<file path="src/rtl/sseg_scan_arbiter_if.sv">
// Bundle of requester-side signals for the two-owner multiplexed 7-segment scanner.
// The master modport is the requester/bench side; the slave modport is the scanner itself.
`timescale 1ns/1ps
interface sseg_scan_arbiter_if;
    logic        req_a;
    logic        req_b;
    logic [23:0] data_a;
    logic [23:0] data_b;
    logic [5:0]  dp_a;
    logic [5:0]  dp_b;
    logic        gnt_a;
    logic        gnt_b;
    logic        frame_done;
    logic [7:0]  sseg;
    logic [5:0]  en;

    modport master (
        output req_a, req_b, data_a, data_b, dp_a, dp_b,
        input  gnt_a, gnt_b, frame_done, sseg, en
    );

    modport slave (
        input  req_a, req_b, data_a, data_b, dp_a, dp_b,
        output gnt_a, gnt_b, frame_done, sseg, en
    );
endinterface

</file>
<file path="src/rtl/sseg_scan_arbiter.sv">
// Six-digit multiplexed 7-segment scanner shared by two requesters.
// Ownership and the displayed digits only change at frame boundaries, so a frame never tears.
`timescale 1ns/1ps
module sseg_scan_arbiter #(
    parameter int CLK_DIV     = 25000,
    parameter int BLANK       = 2,
    parameter int HOLD_FRAMES = 8
) (
    input logic               clk,
    input logic               rst,
    sseg_scan_arbiter_if.slave bus
);
    localparam int CW = (CLK_DIV > 1) ? $clog2(CLK_DIV) : 1;
    localparam int HW = $clog2(HOLD_FRAMES + 1);

    localparam logic [CW-1:0] COUNT_LAST = CW'(CLK_DIV - 1);
    localparam logic [CW-1:0] BLANK_END  = CW'(BLANK);
    localparam logic [HW-1:0] HOLD_LAST  = HW'(HOLD_FRAMES - 1);
    localparam logic [2:0]    IDX_LAST   = 3'd5;

    typedef enum logic [1:0] {
        IDLE  = 2'd0,
        OWN_A = 2'd1,
        OWN_B = 2'd2
    } state_t;

    logic [CW-1:0] count_reg;
    logic [2:0]    idx_reg;
    logic          frame_done_reg;
    logic          slot_tick;
    logic          frame_edge;

    state_t        state_reg;
    state_t        state_next;
    logic          gnt_a_reg;
    logic          gnt_b_reg;
    logic          last_b_reg;
    logic [HW-1:0] hold_reg;
    logic [23:0]   shadow_data_reg;
    logic [5:0]    shadow_dp_reg;

    logic [3:0]    digit_code [6];
    logic [5:0]    en_active;
    logic [3:0]    code_sel;
    logic          dp_sel;
    logic [7:0]    seg_code;
    logic          blank;
    logic [7:0]    sseg_reg;
    logic [5:0]    en_reg;

    assign slot_tick  = (count_reg == COUNT_LAST);
    assign frame_edge = slot_tick && (idx_reg == IDX_LAST);

    // Slot prescaler and digit index
    always_ff @(posedge clk or posedge rst) begin
        if (rst) begin
            count_reg <= '0;
            idx_reg   <= '0;
        end else if (slot_tick) begin
            count_reg <= '0;
            idx_reg   <= (idx_reg == IDX_LAST) ? 3'd0 : idx_reg + 3'd1;
        end else begin
            count_reg <= count_reg + CW'(1);
        end
    end

    always_ff @(posedge clk or posedge rst) begin
        if (rst) begin
            frame_done_reg <= 1'b0;
        end else begin
            frame_done_reg <= frame_edge;
        end
    end

    // Ownership decision, evaluated only where the register block consumes it
    always_comb begin
        state_next = state_reg;
        case (state_reg)
            IDLE: begin
                if (bus.req_a && bus.req_b) begin
                    state_next = last_b_reg ? OWN_A : OWN_B;
                end else if (bus.req_a) begin
                    state_next = OWN_A;
                end else if (bus.req_b) begin
                    state_next = OWN_B;
                end
            end
            OWN_A: begin
                if (!bus.req_a) begin
                    state_next = bus.req_b ? OWN_B : IDLE;
                end else if (bus.req_b && (hold_reg >= HOLD_LAST)) begin
                    state_next = OWN_B;
                end
            end
            OWN_B: begin
                if (!bus.req_b) begin
                    state_next = bus.req_a ? OWN_A : IDLE;
                end else if (bus.req_a && (hold_reg >= HOLD_LAST)) begin
                    state_next = OWN_A;
                end
            end
            default: state_next = IDLE;
        endcase
    end

    // Arbiter state, grants, hold counter and shadow copy all move together at the boundary
    always_ff @(posedge clk or posedge rst) begin
        if (rst) begin
            state_reg       <= IDLE;
            gnt_a_reg       <= 1'b0;
            gnt_b_reg       <= 1'b0;
            last_b_reg      <= 1'b1;
            hold_reg        <= '0;
            shadow_data_reg <= '0;
            shadow_dp_reg   <= '0;
        end else if (frame_edge) begin
            state_reg <= state_next;
            gnt_a_reg <= (state_next == OWN_A);
            gnt_b_reg <= (state_next == OWN_B);

            if (state_next != state_reg) begin
                hold_reg <= '0;
            end else if ((state_reg != IDLE) && (hold_reg != HOLD_LAST)) begin
                hold_reg <= hold_reg + HW'(1);
            end

            case (state_next)
                OWN_A: begin
                    shadow_data_reg <= bus.data_a;
                    shadow_dp_reg   <= bus.dp_a;
                    last_b_reg      <= 1'b0;
                end
                OWN_B: begin
                    shadow_data_reg <= bus.data_b;
                    shadow_dp_reg   <= bus.dp_b;
                    last_b_reg      <= 1'b1;
                end
                default: ;
            endcase
        end
    end

    for (genvar gi = 0; gi < 6; gi++) begin : g_digit
        assign digit_code[gi] = shadow_data_reg[4*gi +: 4];
        assign en_active[gi]  = (idx_reg != 3'(gi));
    end

    always_comb begin
        code_sel = 4'd0;
        dp_sel   = 1'b0;
        case (idx_reg)
            3'd0: begin code_sel = digit_code[0]; dp_sel = shadow_dp_reg[0]; end
            3'd1: begin code_sel = digit_code[1]; dp_sel = shadow_dp_reg[1]; end
            3'd2: begin code_sel = digit_code[2]; dp_sel = shadow_dp_reg[2]; end
            3'd3: begin code_sel = digit_code[3]; dp_sel = shadow_dp_reg[3]; end
            3'd4: begin code_sel = digit_code[4]; dp_sel = shadow_dp_reg[4]; end
            3'd5: begin code_sel = digit_code[5]; dp_sel = shadow_dp_reg[5]; end
            default: ;
        endcase
    end

    always_comb begin
        seg_code = 8'hFF;
        case (code_sel)
            4'd0: seg_code = 8'hC0;
            4'd1: seg_code = 8'hF9;
            4'd2: seg_code = 8'hA4;
            4'd3: seg_code = 8'hB0;
            4'd4: seg_code = 8'h99;
            4'd5: seg_code = 8'h92;
            4'd6: seg_code = 8'h82;
            4'd7: seg_code = 8'hF8;
            4'd8: seg_code = 8'h80;
            4'd9: seg_code = 8'h90;
            default: seg_code = 8'hFF;
        endcase
    end

    // Leading blank cycles of each slot hide ghosting while the digit enables swap
    assign blank = (count_reg < BLANK_END) || (state_reg == IDLE);

    always_ff @(posedge clk or posedge rst) begin
        if (rst) begin
            en_reg   <= 6'h3F;
            sseg_reg <= 8'hFF;
        end else if (blank) begin
            en_reg   <= 6'h3F;
            sseg_reg <= 8'hFF;
        end else begin
            en_reg   <= en_active;
            sseg_reg <= {~dp_sel, seg_code[6:0]};
        end
    end

    assign bus.gnt_a      = gnt_a_reg;
    assign bus.gnt_b      = gnt_b_reg;
    assign bus.frame_done = frame_done_reg;
    assign bus.sseg       = sseg_reg;
    assign bus.en         = en_reg;
endmodule

</file>
<file path="src/flat_wrapper.sv">
// flat-port wrapper written by rule: the top's interface ports become plain ports
module sseg_scan_arbiter_flat 
#(
    parameter int CLK_DIV     = 25000,
    parameter int BLANK       = 2,
    parameter int HOLD_FRAMES = 8
)
  (clk, rst, bus_req_a, bus_req_b, bus_data_a, bus_data_b, bus_dp_a, bus_dp_b, bus_gnt_a, bus_gnt_b, bus_frame_done, bus_sseg, bus_en);
  sseg_scan_arbiter_if bus_i ();
  input logic clk;
  input logic rst;
  input wire logic [$bits(bus_i.req_a)-1:0] bus_req_a;
  input wire logic [$bits(bus_i.req_b)-1:0] bus_req_b;
  input wire logic [$bits(bus_i.data_a)-1:0] bus_data_a;
  input wire logic [$bits(bus_i.data_b)-1:0] bus_data_b;
  input wire logic [$bits(bus_i.dp_a)-1:0] bus_dp_a;
  input wire logic [$bits(bus_i.dp_b)-1:0] bus_dp_b;
  output wire logic [$bits(bus_i.gnt_a)-1:0] bus_gnt_a;
  output wire logic [$bits(bus_i.gnt_b)-1:0] bus_gnt_b;
  output wire logic [$bits(bus_i.frame_done)-1:0] bus_frame_done;
  output wire logic [$bits(bus_i.sseg)-1:0] bus_sseg;
  output wire logic [$bits(bus_i.en)-1:0] bus_en;
  assign bus_i.req_a = bus_req_a;
  assign bus_i.req_b = bus_req_b;
  assign bus_i.data_a = bus_data_a;
  assign bus_i.data_b = bus_data_b;
  assign bus_i.dp_a = bus_dp_a;
  assign bus_i.dp_b = bus_dp_b;
  assign bus_gnt_a = bus_i.gnt_a;
  assign bus_gnt_b = bus_i.gnt_b;
  assign bus_frame_done = bus_i.frame_done;
  assign bus_sseg = bus_i.sseg;
  assign bus_en = bus_i.en;
  sseg_scan_arbiter #(.CLK_DIV(CLK_DIV), .BLANK(BLANK), .HOLD_FRAMES(HOLD_FRAMES)) u_core (.clk(clk), .rst(rst), .bus(bus_i));
endmodule
</file>
<file path="config.mk">
export PLATFORM = sky130hd
export DESIGN_NAME = sseg_scan_arbiter_flat
export DESIGN_NICKNAME = d
export VERILOG_FILES = /design/src/rtl/sseg_scan_arbiter_if.sv /design/src/rtl/sseg_scan_arbiter.sv /design/src/flat_wrapper.sv
export SDC_FILE = /design/constraint.sdc
export NUM_CORES = 1
export LEC_CHECK = 0
export BUFFER_PORTS_ARGS = -buffer_cell sky130_fd_sc_hd__buf_2
export CORE_AREA = 5 5 90 92
export CTS_CLUSTER_DIAMETER = 100
export DETAILED_ROUTE_END_ITERATION = 10
export DIE_AREA = 0 0 95 97
export PLACE_DENSITY = 0.81
export SLEW_MARGIN = 20
export SYNTH_ARGS = -nofsm -noshare
export SYNTH_HDL_FRONTEND = slang
export SYNTH_SLANG_ARGS = --single-unit
</file>
<file path="constraint.sdc">
create_clock -name clk -period 3.8 [get_ports clk]
set_clock_uncertainty 0.15 [all_clocks]
set_input_delay 0.19 -clock clk [delete_from_list [all_inputs] [get_ports clk]]
set_output_delay 0.19 -clock clk [all_outputs]
set_load 0.02 [all_outputs]
</file>
== After elaboration in Yosys (flattened, before gate mapping) ==
Memories as Yosys holds them, arrays and structs flattened.
Cells that the tools add are included.
Widths: inputs -> output; s select.

* $lt $le $gt $ge: 2
* Reductions and logical operators: 14
* Mux-type cells: 22
* Bitwise logic cells: 1
* Equal/unequal tests: 17
* Add/subtract/negate cells: 3

{| class="wikitable"
|+ Operator list
! cell !! count
|-
| $pmux 24 s2 || 1
|-
| $pmux 4 s6 || 1
|-
| $mux 2 || 9
|-
| $add 15x1->15 const B || 1
|-
| $eq 15x15->1 const B || 1
|-
| $lt 15x2->1 const B || 1
|-
| $mux 15 || 1
|-
| $pmux 6 s2 || 1
|-
| $mux 4 || 2
|-
| $mux 8 || 1
|-
| $eq 3x2->1 const B || 2
|-
| $eq 3x3->1 const B || 2
|-
| $mux 6 || 1
|-
| $ne 3x2->1 const B || 2
|-
| $ne 3x3->1 const B || 2
|-
| $pmux 1 s6 || 1
|-
| $pmux 2 s3 || 1
|-
| $reduce_bool 2->1 || 3
|-
| $logic_and 1x1->1 || 5
|-
| $add 4x1->4 const B || 1
|-
| $eq 2x1->1 const B || 2
|-
| $eq 2x2->1 const B || 2
|-
| $ge 4x3->1 const B || 1
|-
| $ne 4x3->1 const B || 1
|-
| 13 further kinds || 14
|}

* Memory bits (read-only): 112
* Bits of input ports: 64
* Memories: 1
* Bits in registers: 72
* Logic and storage cells: 72
* Output and inout port bits: 17

{| class="wikitable"
|+ Memories
! name !! depth !! width !! rd ports !! clocked after Yosys merged registers in !! wr ports !! line !! text
|-
| (no name shown) || 16 || 7 || 1 || 0 || 0 || sseg_scan_arbiter.sv:164 || <nowiki>case (code_sel)</nowiki>
|}

== Depth between registers and ports, before layout ==
* Depth in word-level cells: 8
* Depth in mapped cells: 11
* Mapped depth without buffers: 10

== Worst setup path before layout ==
No wires, ideal clock.

* Kind: register to register
* From: register u_core.hold_reg[0]
* To: register u_core.shadow_data_reg[10]
* Path buffers: 2
* Cell stages (with the launch flop): 10
* Path slack: 1134 ps
* Arrival: 2383 ps
* Cell sequence: dfrtp_1 > ha_1 > a21oi_1 > a21oi_1 > o211ai_1 > ha_1 > clkbuf_1 > clkbuf_1 > mux2i_1 > o21ai_0

* Longest elaborated chain between the ends: 8
* Elaborated cells between the ends (all ways): 13
* Classes of those cells: order compare: 1; eq/ne: 2; mux: 6; reduce/logical: 4

{| class="wikitable"
|+ Ends and longest elaborated chain
! element !! line !! text
|-
| start: declaration || sseg_scan_arbiter.sv:38 || <nowiki>logic [HW-1:0] hold_reg;</nowiki>
|-
| start signal: assignment || sseg_scan_arbiter.sv:124 || <nowiki>hold_reg <= hold_reg + HW'(1);</nowiki>
|-
| $ge 4x3->1 * || sseg_scan_arbiter.sv:91, sseg_scan_arbiter.sv:98 ||
|-
| $logic_and 1x1->1 (on tied branches) || sseg_scan_arbiter.sv:98, sseg_scan_arbiter.sv:91 ||
|-
| $mux 2 (on tied branches) || sseg_scan_arbiter.sv:98, sseg_scan_arbiter.sv:91 ||
|-
| $mux 2 (on tied branches) || sseg_scan_arbiter.sv:96, sseg_scan_arbiter.sv:89 ||
|-
| $pmux 2 s3 * || sseg_scan_arbiter.sv:78 || <nowiki>case (state_reg)</nowiki>
|-
| $eq 2x2->1 or $eq 2x1->1 (tied branches) || sseg_scan_arbiter.sv:127 || <nowiki>case (state_next)</nowiki>
|-
| $reduce_bool 2->1 (no line) || n/a ||
|-
| $reduce_and 2->1 (no line) || n/a ||
|-
| end signal: assignment || sseg_scan_arbiter.sv:129 || <nowiki>shadow_data_reg <= bus.data_a;</nowiki>
|-
| end signal: assignment || sseg_scan_arbiter.sv:134 || <nowiki>shadow_data_reg <= bus.data_b;</nowiki>
|-
| end: declaration || sseg_scan_arbiter.sv:39 || <nowiki>logic [23:0] shadow_data_reg;</nowiki>
|}

Mark *: on every way between the ends. The rest lies on a longest branch, timed or not.
A chain may end at the register's enable or synchronous reset.

== Worst setup path after layout ==
* From: register u_core.hold_reg[0]
* To: register u_core.shadow_data_reg[22]

Same word-level chain as after synthesis.

==> metrics <==
setup violators final=0; DR vias=3149; TritonCTS Buffers=9; PwrDens=312 nW/um2; antenna-violating nets left=0; clk_lat worst skew=360 ps; Final Cell Area=4890 um2; Yosys cell types=51; antenna cell count=0; Setup crit start kind=flop; Final period util=92.3%; Seq/Total Area, Yosys=48.9%; status=finished clean; total power=1.52 mW; biggest area consumer among synthesized cells=dfrtp_1; Finished Layout Cells=597; Worst Setup SP=u_core.hold_reg[0]$_DFFE_PP0P_; FFs w/ async S/R, synth=100%; CTS Root Cell=clkbuf_8; post-DR vias/cell=5.27; DRC Markers=0; Mapped Area=3720 um2; total grt overflow=0; Req. time, crit path=3880 ps; max FFs per register=24; worst-path cell with the longest stage delay=dlygate4sd3_1; Arr. time, crit path=3590 ps; FF-to-FF Start=u_core.hold_reg[0]$_DFFE_PP0P_; crit-path max cell delay=570 ps; maximum fanout along the worst path=17; nets=567; dpl cell area=4210 um2; clk slew on worst S/H paths=70 ps; post-synth net total=443; achievable frequency=0.285 GHz; CTS HTree Levels=3; share of the synthesized area in the top cell type=38.3%; area delta synth->final=31.3%; post-synthesis register bit count=72; final-layout fill cell count=577; # clock sinks=72; antenna violations before repair=0; Total Wirelength=8840 um; PostCTS Resize Cnt=0; Final Util=68.5%; Post-synth top flop=dfrtp_1; DRT Pass-1 Iters=4; largest net degree at the start of global routing=41; Detail Placement HPWL=5960 um; number of global-route vias before repair=3208; Worst Slack Setup Final=294 ps; Worst Hold Depth=3; hold slack=0.906 ps; count of final hold-check violations=0; Hold Path Origin=bus_dp_b[4]; Slew Viols, Final=0; minimum clock period=3510 ps; CP Class=flop to flop; first-pass GRT wire length=14900 um; Slew Limit Headroom=48.1%; MaxCap Viol Count=0; Die X-Extent=95 um; row count=31; Clock Path Buffers=2; crit path cell chain=ha_1, a21oi_1, a21oi_1, o211ai_1, ha_2, buf_4, mux2i_1, dlygate4sd3_1, o21ai_0; number of synthesized flops with an enable pin=0; most used cell, CP=a21oi_1; I/O pin count=81; Setup TNS=0 ps; die area=9220 um2; RSZ-0062 raised after global routing=no; DP Worst Slack=675 ps; Synthesis Warnings=0; Worst-Margin Slew=775 ps; placed cells=535; syn_area_per_cell=10.1 um2; total core area=7140 um2; Critical Path Sink Type=flop; DR WL/cell=14.8 um; Tot GR Track Use=20.6%; R2R depth=9; Starting Density=52.1%; clock tree from TritonCTS=done; P_leak=2.24 nW; Min-Delay Path Class=input pin to flop; Die H=97 um; ratio of cells with drive above 1 in the final layout=25.5%; number of buffers added on ports=80; GP Congestion=0.880; DRT iter0 DRCs=161; cells after synthesis=369; Synth area leaders=dfrtp_1, dfstp_2, mux2i_1; worst vdd rail ir drop=152 uV
## worst max-delay path, delay by kind of cell, from the launching register on
kind                     cells  cell delay (ps)
multiplexers                 1              240
adder cells (fa/ha/maj)      2              810
flip-flops                   1              410
AO/OA/AOI/OAI                4              860
buffers and inverters        2              890
## cells by family (layout without fill, tap and decap cells)
logic type	Yosys count	in the layout	synth area share, %
and+or+nand+nor	125	125	16.7
AOI/OAI and AO/OA	73	73	12.7
DFF	72	72	48.9
muxes	40	40	11.1
buffers and inverters	34	163	3.70
xor gates and xnor gates	15	15	3.53
adders and majority gates	10	10	3.36
## what timing repair did
item / CTS / global route
hold buffers: 45 / 1
hold endpoints to repair: 41 / 1
buffers inserted: 0 / 0
## cell type report
class | count | area [um2] | area share [%]
well taps | 99 | 124 | 2.54
clock inverters | 2 | 35.0 | 0.717
repair buffers | 131 | 898 | 18.4
flip-flops and latches | 72 | 1820 | 37.3
inverters | 16 | 60.1 | 1.23
multi-input cells | 263 | 1770 | 36.1
clock buffers | 14 | 183 | 3.74
## worst paths after layout
kind / to / slack [ps]
max: u_core.shadow_data_reg[22]$_DFFE_PP0P_ / 290
min: u_core.shadow_dp_reg[4]$_DFFE_PP0P_ / 0.9
max reg2reg: u_core.shadow_data_reg[22]$_DFFE_PP0P_ / 290
min reg2reg: u_core.bus.gnt_a$_DFFE_PP0P_ / 310
max in group asynchronous: u_core.shadow_data_reg[14]$_DFFE_PP0P_ / 2230
min in group asynchronous: u_core.state_reg[1]$_DFFE_PP0P_ / 320
## power breakdown
part           total [mW]  switching [mW]  internal [mW]
clock network       0.652           0.278          0.374
registers           0.769        0.000864          0.768
logic               0.101          0.0395         0.0619
total                1.52           0.319           1.20
## cells in the final DEF, fill, tap and decap left out, types with 2 or more instances in the layout
cell           netlist  final
buf_2                2     80
dfrtp_1             57     57
nand2_1             55     55
dlygate4sd3_1        0     46
mux2i_1             38     38
o21ai_0             38     38
nor2_1              21     21
inv_1               16     15
dfstp_2             15     15
clkbuf_8             0     13
a21oi_1             10     10
xnor2_1              9      9
ha_1                10      9
nand3_1              8      8
nor3_1               7      7
xor2_1               6      6
nand3b_1             6      6
buf_4                0      5
nand4_1              4      4
nor2b_1              4      4
a31oi_1              4      4
and3_1               4      4
o32a_1               4      4
a22o_1               3      3
nand2b_1             2      2
nor4_1               2      2
and2_1               2      2
a21o_1               2      2
o22ai_1              2      2
## Yosys cell counts (all sizes together), types with 2 or more instances
cell    instances
nor2b           4
ha             10
nand3           8
a21oi          10
o22ai           2
nand4           4
a221oi          2
xnor2           9
o21ai          38
inv            16
buf             4
clkbuf         14
nor3            8
and3            4
xor2            6
and2            2
dfrtp          57
nand2b          2
nor2           21
nand3b          7
a31oi           4
a22o            3
or4             2
o32a            4
nor4            3
a21o            2
mux2i          38
dfstp          15
nand2          56
## routing by layer
metal | wire length, um | vias to the layer above | track usage, %
li1 | - | 1544 | -
met1 | 3680 | 1506 | 25.2
met2 | 4640 | 89 | 34.8
met3 | 428 | 10 | 6.21
met4 | 99 | 0 | 5.66
met5 | 0 | - | 0
No activity file was read; power rests on OpenSTA's default activity.
